File: src/rtl/lpc_operand_packer.sv
// Operand packer for the bit-brick multiplier: packs 2/4/8-bit element pairs into 8-bit x/y lane words
// and emits res_valid/res_last aligned with the multiplier's mac_out.
module lpc_operand_packer #(
  parameter int RES_LAT = 2,
  parameter int CNT_W   = 16
) (
  input  logic             clk,
  input  logic             rst,
  input  logic             in_valid,
  output logic             in_ready,
  input  logic [7:0]       in_a,
  input  logic [7:0]       in_b,
  input  logic [1:0]       in_mode,
  input  logic             in_last,
  output logic [7:0]       x,
  output logic [7:0]       y,
  output logic [1:0]       mode,
  output logic             out_valid,
  input  logic             out_ready,
  output logic             out_last,
  output logic             res_valid,
  output logic             res_last,
  output logic             err_mode,
  output logic [CNT_W-1:0] words_out
);

  logic [7:0]       acc_x_q, acc_x_d;
  logic [7:0]       acc_y_q, acc_y_d;
  logic [1:0]       acc_mode_q, acc_mode_d;
  logic [1:0]       lane_cnt_q, lane_cnt_d;
  logic             acc_nonempty_q, acc_nonempty_d;

  logic [7:0]       x_q, x_d;
  logic [7:0]       y_q, y_d;
  logic [1:0]       mode_q, mode_d;
  logic             out_valid_q, out_valid_d;
  logic             out_last_q, out_last_d;

  logic             err_q, err_d;
  logic [CNT_W-1:0] words_q, words_d;
  logic [RES_LAT-1:0] res_v_q, res_l_q;

  logic       out_free;
  logic       mode_legal;
  logic       flush_req;
  logic       accept;
  logic       fire;
  logic [7:0] a_lane, b_lane;
  logic       lane_full;
  logic [7:0] merged_x, merged_y;

  assign out_free   = !out_valid_q | out_ready;
  assign mode_legal = (in_mode != 2'b11);
  // Mode-11 elements never force a flush; they leave the pending word alone.
  assign flush_req  = in_valid & acc_nonempty_q & mode_legal & (in_mode != acc_mode_q);
  assign in_ready   = out_free & !flush_req & !rst;
  assign accept     = in_valid & in_ready;
  assign fire       = out_valid_q & out_ready;

  // Place the incoming element into its lane, masking bits above the element width.
  always_comb begin
    a_lane    = 8'h00;
    b_lane    = 8'h00;
    lane_full = 1'b0;
    case (in_mode)
      2'b00: begin
        a_lane    = {6'b0, in_a[1:0]} << {lane_cnt_q, 1'b0};
        b_lane    = {6'b0, in_b[1:0]} << {lane_cnt_q, 1'b0};
        lane_full = (lane_cnt_q == 2'd3);
      end
      2'b01: begin
        a_lane    = {4'b0, in_a[3:0]} << {lane_cnt_q[0], 2'b00};
        b_lane    = {4'b0, in_b[3:0]} << {lane_cnt_q[0], 2'b00};
        lane_full = (lane_cnt_q == 2'd1);
      end
      2'b10: begin
        a_lane    = in_a;
        b_lane    = in_b;
        lane_full = 1'b1;
      end
      default: begin
        a_lane    = 8'h00;
        b_lane    = 8'h00;
        lane_full = 1'b0;
      end
    endcase
  end

  assign merged_x = acc_x_q | a_lane;
  assign merged_y = acc_y_q | b_lane;

  always_comb begin
    acc_x_d        = acc_x_q;
    acc_y_d        = acc_y_q;
    acc_mode_d     = acc_mode_q;
    lane_cnt_d     = lane_cnt_q;
    acc_nonempty_d = acc_nonempty_q;
    x_d            = x_q;
    y_d            = y_q;
    mode_d         = mode_q;
    out_last_d     = out_last_q;
    out_valid_d    = out_valid_q & !fire;
    err_d          = accept & !mode_legal;
    words_d        = words_q + {{(CNT_W-1){1'b0}}, fire};

    if (flush_req && out_free) begin
      x_d            = acc_x_q;
      y_d            = acc_y_q;
      mode_d         = acc_mode_q;
      out_last_d     = 1'b0;
      out_valid_d    = 1'b1;
      acc_x_d        = 8'h00;
      acc_y_d        = 8'h00;
      lane_cnt_d     = 2'd0;
      acc_nonempty_d = 1'b0;
    end else if (accept) begin
      if (!mode_legal) begin
        if (in_last && acc_nonempty_q) begin
          x_d            = acc_x_q;
          y_d            = acc_y_q;
          mode_d         = acc_mode_q;
          out_last_d     = 1'b1;
          out_valid_d    = 1'b1;
          acc_x_d        = 8'h00;
          acc_y_d        = 8'h00;
          lane_cnt_d     = 2'd0;
          acc_nonempty_d = 1'b0;
        end
      end else if (lane_full || in_last) begin
        x_d            = merged_x;
        y_d            = merged_y;
        mode_d         = in_mode;
        out_last_d     = in_last;
        out_valid_d    = 1'b1;
        acc_x_d        = 8'h00;
        acc_y_d        = 8'h00;
        lane_cnt_d     = 2'd0;
        acc_nonempty_d = 1'b0;
      end else begin
        acc_x_d        = merged_x;
        acc_y_d        = merged_y;
        acc_mode_d     = in_mode;
        lane_cnt_d     = lane_cnt_q + 2'd1;
        acc_nonempty_d = 1'b1;
      end
    end
  end

  always_ff @(posedge clk) begin
    if (rst) begin
      acc_x_q        <= 8'h00;
      acc_y_q        <= 8'h00;
      acc_mode_q     <= 2'b00;
      lane_cnt_q     <= 2'd0;
      acc_nonempty_q <= 1'b0;
      x_q            <= 8'h00;
      y_q            <= 8'h00;
      mode_q         <= 2'b00;
      out_valid_q    <= 1'b0;
      out_last_q     <= 1'b0;
      err_q          <= 1'b0;
      words_q        <= '0;
    end else begin
      acc_x_q        <= acc_x_d;
      acc_y_q        <= acc_y_d;
      acc_mode_q     <= acc_mode_d;
      lane_cnt_q     <= lane_cnt_d;
      acc_nonempty_q <= acc_nonempty_d;
      x_q            <= x_d;
      y_q            <= y_d;
      mode_q         <= mode_d;
      out_valid_q    <= out_valid_d;
      out_last_q     <= out_last_d;
      err_q          <= err_d;
      words_q        <= words_d;
    end
  end

  // Result tag pipe mirrors the multiplier's input and output registers.
  always_ff @(posedge clk) begin
    if (rst) begin
      res_v_q <= '0;
      res_l_q <= '0;
    end else begin
      for (int i = RES_LAT - 1; i > 0; i--) begin
        res_v_q[i] <= res_v_q[i-1];
        res_l_q[i] <= res_l_q[i-1];
      end
      res_v_q[0] <= fire;
      res_l_q[0] <= fire & out_last_q;
    end
  end

  assign x         = x_q;
  assign y         = y_q;
  assign mode      = mode_q;
  assign out_valid = out_valid_q;
  assign out_last  = out_last_q;
  assign res_valid = res_v_q[RES_LAT-1];
  assign res_last  = res_l_q[RES_LAT-1];
  assign err_mode  = err_q;
  assign words_out = words_q;

endmodule

File: config.mk
export PLATFORM = sky130hd
export DESIGN_NAME = lpc_operand_packer
export DESIGN_NICKNAME = d
export VERILOG_FILES = /design/src/rtl/lpc_operand_packer.sv
export SDC_FILE = /design/constraint.sdc
export NUM_CORES = 1
export LEC_CHECK = 0
export CORE_ASPECT_RATIO = 0.6
export CORE_MARGIN = 8
export CORE_UTILIZATION = 43
export DETAILED_ROUTE_END_ITERATION = 10
export GPL_ROUTABILITY_DRIVEN = 0
export PLACE_DENSITY = 0.69
export SKIP_LAST_GASP = 1
export SLEW_MARGIN = 25
export SYNTH_ARGS = -nofsm -noshare
export SYNTH_HDL_FRONTEND = slang
export SYNTH_SLANG_ARGS = --single-unit
File: constraint.sdc
create_clock -name clk -period 5.5 [get_ports clk]
set_clock_uncertainty 0.1 [all_clocks]
set_input_delay 1.1 -clock clk [delete_from_list [all_inputs] [get_ports clk]]
set_output_delay 1.1 -clock clk [all_outputs]
set_load 0.005 [all_outputs]
Yosys cells after proc, flatten, opt, wreduce, memory -nomap -nowiden
Cells that the tools add are included.
{ "totals": {"reg_bits": 62, "inputBits": 23, "out_inout_bits": 40, "wordCells": 97} }
{ "op_classes": {"n_addsub": 2, "n_eq_ne": 8, "shifts": 4, "mux": 37, "bitwise": 15, "n_reduce_logical": 17} }
{ "ops": {"columns": ["cell", "n"], "rows": [
  ["$mux 8", 15],
  ["$pmux 8 s3", 2],
  ["$add 16x1->16", 1],
  ["$mux 2", 8],
  ["$or 8x8->8", 2],
  ["$shl 2x3->8", 2],
  ["$shl 4x3->8", 2],
  ["$mux 1", 11],
  ["$and 1x1->1", 10],
  ["$reduce_and 3->1", 2],
  ["$logic_not 1->1", 5],
  ["$eq 2x1->1 const B", 2],
  ["$eq 2x2->1 const B", 2],
  ["$reduce_and 4->1", 1],
  ["$reduce_bool 2->1", 2],
  ["$ne 3x1->1 const B", 1],
  ["$pmux 1 s3", 1],
  ["$reduce_bool 3->1", 1],
  ["$add 2x1->2 const B", 1],
  ["$logic_and 1x1->1", 2],
  ["$logic_not 2->1", 1],
  ["$ne 2x1->1 const B", 1],
  ["$ne 2x2->1", 1],
  ["$ne 2x2->1 const B", 1],
  ["other kinds (5)", 6]
]} }

Longest topological paths before layout
{ "logic_depth": {"ltp_word": 9, "ltp_mapped": 9, "mapped_depth_nobuf": 9} }

Worst setup path after synthesis
No wires, ideal clock.
{ "synth_path": {"path_kind": "input-to-output", "startpoint": "in in_mode[0]", "endpoint": "out in_ready", "t_arrival_ps": 1869, "setup_slack_ps": 2431, "cell_stages": 4, "cell_sequence": "nor2b_2 -> o2111ai_2 -> nand2_1 -> nor3_1"} }
{ "synth_via": {"elab_chain_cells": 6, "elab_cells_between_ends": 7, "classes_between": "2 x eq/ne; 4 x bitwise; 1 x reduce/logical"} }
{ "synth_rtl": {"columns": ["item", "line", "text"], "rows": [
  ["start, declared", "13", "input logic [1:0] in_mode,"],
  ["$ne 2x2->1", "53", "assign mode_legal = (in_mode != 2'b11);"],
  ["$and 1x1->1", "55", "assign flush_req = in_valid & acc_nonempty_q & mode_legal & (in_mode != acc_mode_q);"],
  ["$and 1x1->1 *", "55", null],
  ["$logic_not 1->1 *", "56", "assign in_ready = out_free & !flush_req & !rst;"],
  ["$and 1x1->1 * (2 in series)", "56", null],
  ["end, declared", "10", "output logic in_ready,"]
]} }
Mark *: on every way between the ends. The rest lies on a longest branch, timed or not.

Worst setup path in the final report
{ "layout_path": {"startpoint": "in in_mode[1]", "endpoint": "out in_ready"} }
The elaborated chain is that of the path after synthesis.

==> run metrics <==
status finished clean; max cap viols 0; final critical-path required period ~4.4 ns; syn_area_per_cell between 8 and 9 sq um; Syn Inst Count between 300 and 400; total number of vias 2,720; synth warn 0; Yosys reg bits between 60 and 70; fillcell total just under 600; final period utilization 79.6%; Initial DRC Count approximately 310; initial antenna violation count 0; first-pass GRT wire length roughly 14 mm; Syn-to-layout area delta 32.1%; Setup TNS 0 ns; WHS Path Cells 1; Boundary Pins between 60 and 70; Crit. End Element output pin; HP Class register to register; initial core utilization 44.2%; Port Buffer Count 62; Hold Vio Cnt, Final 0; FF+latch area around 0.0012 sq mm; # rows 23; WS Path Type primary input to output pin; max-slew violations 0; post-cts gate resize count 0; multi-input logic area ~0.0016 sq mm; vias in the first global route 2,627; Area contributors post-synth dfxtp_1, nor3_1, a21oi_1; sequential-to-total area share from yosys stat between 40% and 50%; pwr dens 300 mW/mm^2; data required time of the critical path about 4.3 ns; dominant synthesized flop cell dfxtp_1; VDD IR-drop max roughly 0.00018 V; cts bufs inserted 9; global route overflow 0; Synth area leader dfxtp_1; WHS Endpoint res_l_q[1]; Post-synth EDFFs 0; Die ar. approximately 0.0098 sq mm; Worst Setup Start Kind primary input; # diodes 0; asr flop ratio synth 0%; post-synth cell types 53; Wirelength per Cell 17.1 um; H-tree Lvls 3; Overall Global Routing Usage around 17%; CP arrival 3.18 ns; Die H about 80 um; final setup violating endpoints 0; TritonCTS clock tree done; Clock transition at path regs approximately 0.05 ns; routed vias/inst approximately 5.7; total power 1.16 mW; Slew headroom roughly 36%; Syn Std Cell Area around 0.003 sq mm; RSZ-0062 raised after global routing no; post-CTS setup buffers 0; WL final 8.18 mm; most frequent cells after synthesis dfxtp_1, nor3_1, a21oi_1; CTS sink count between 60 and 70; RR Startpoint acc_mode_q[0]; post-route ant nets 0; # nets final between 400 and 500; top-area cell type share of the netlist area roughly 42%; top-count cell post-synth dfxtp_1; DRC viols 0; HPWL Detailed 5.76 mm; Least-Margin Pin Slew 0.960 ns; share of cells above drive strength 1 11.0%; largest net degree at the start of global routing 47; f_max between 200 and 250 MHz; Leak Pwr roughly 1.3 nW; hold path start res_l_q[0]; CTS Hold Buffers Added 0; Die Span X between 100 and 150 um; 1st-pass router iterations 5; R2R depth 6; clock latency on the worst-skew pair between 0.3 and 0.4 ns; CTS Buffer Depth 2; net count after synthesis between 300 and 400; FF-to-FF setup slack around 3.1 ns; CORE AREA roughly 0.0066 sq mm; clock root buffer clkbuf_16; crit path max fanout 23; worst r2r dst mode[0]
-- cell usage in the layout (no fill, tap or decap), types with 5 or more instances in the layout --
master / n
a211oi_1: 7
a211oi_2: 9
a21oi_1: 39
a31oi_1: 12
a32o_1: 5
buf_4: 5
clkbuf_16: 9
clkdlybuf4s50_1: 61
dfxtp_1: 62
inv_1: 9
nand2_1: 11
nand2b_1: 8
nand3_1: 6
nor2_1: 20
nor2b_1: 9
nor3_1: 40
o21ai_0: 11
or3_1: 6
xnor2_1: 6
xor2_1: 5
-- report_power, final --
part           internal (mW)  leakage [nW]  switching, mW
registers              0.466         0.503        0.00989
clock network          0.358         0.141          0.190
logic                 0.0661         0.671         0.0748
total                  0.890          1.32          0.275
-- registers in the layout, indices dropped and copies added, names as in the netlist --
| signal | flops |
|---|---|
| out_valid | 1 |
| res_v_q | 2 |
| out_last | 1 |
| acc_mode_q | 2 |
| acc_nonempty_q | 1 |
| err_mode | 1 |
| acc_y_q | 8 |
| y | 8 |
| lane_cnt_q | 2 |
| res_l_q | 2 |
| mode | 2 |
| x | 8 |
| words_out | 16 |
| acc_x_q | 8 |
-- how the worst max path moves through the flow --
stage | startpoint | endpoint | slack, ns
after global placement | in_mode[1] | in_ready | 1.23
after CTS | in_mode[1] | in_ready | 1.14
after global routing | in_mode[1] | in_ready | 0.96
after detailed placement | in_mode[1] | in_ready | 1.15
after floorplan | in_mode[0] | in_ready | 2.43
final | in_mode[1] | in_ready | 1.12
-- through the flow --
step                setup slack (ns)  instance area, sq um  cells  hold WS (ns)  util (%)
CTS                             1.14                  3880    479         0.345      58.3
floorplan                       2.43                  2940    330         0.314         -
finish                          1.12                  3880    479         0.340      58.3
global route                   0.959                  3880    479         0.355      58.3
global placement                1.23                  3590    464         0.321      54.0
detailed placement              1.15                  3590    464         0.333      54.0
-- final cells by class --
cell class,count,area share [%]
multi-input cells,239,40.0
flip-flops and latches,62,32.0
repair buffers,67,16.8
clock buffers,11,6.26
well taps,87,2.81
clock inverters,4,1.23
inverters,9,0.871
-- routing by layer --
metal | vias to the layer above | GRT usage (%) | share of wire, %
met5 | - | 0 | 0
met4 | 0 | 4.35 | 0.89
met3 | 11 | 6.43 | 7.1
met2 | 78 | 24.9 | 42
met1 | 1294 | 23.8 | 50
li1 | 1337 | - | -
-- kinds of logic after synthesis --
group	count (synthesis)	synth area share [%]
AO/OA/AOI/OAI	105	26.0
XOR/XNOR	11	3.28
adder cells (fa/ha/maj)	2	0.852
buffers and inverters	29	4.90
flip-flops	62	42.3
multiplexers	2	0.725
AND/OR/NAND/NOR	119	22.0
-- critical path: stages --
cell,delay (ns)
clkdlybuf4s50_1,0.46
buf_4,0.25
inv_1,0.23
o2111ai_2,0.18
nand2_1,0.20
nor3_1,0.22
clkdlybuf4s50_1,0.53
(Power assumes the default switching activity.)
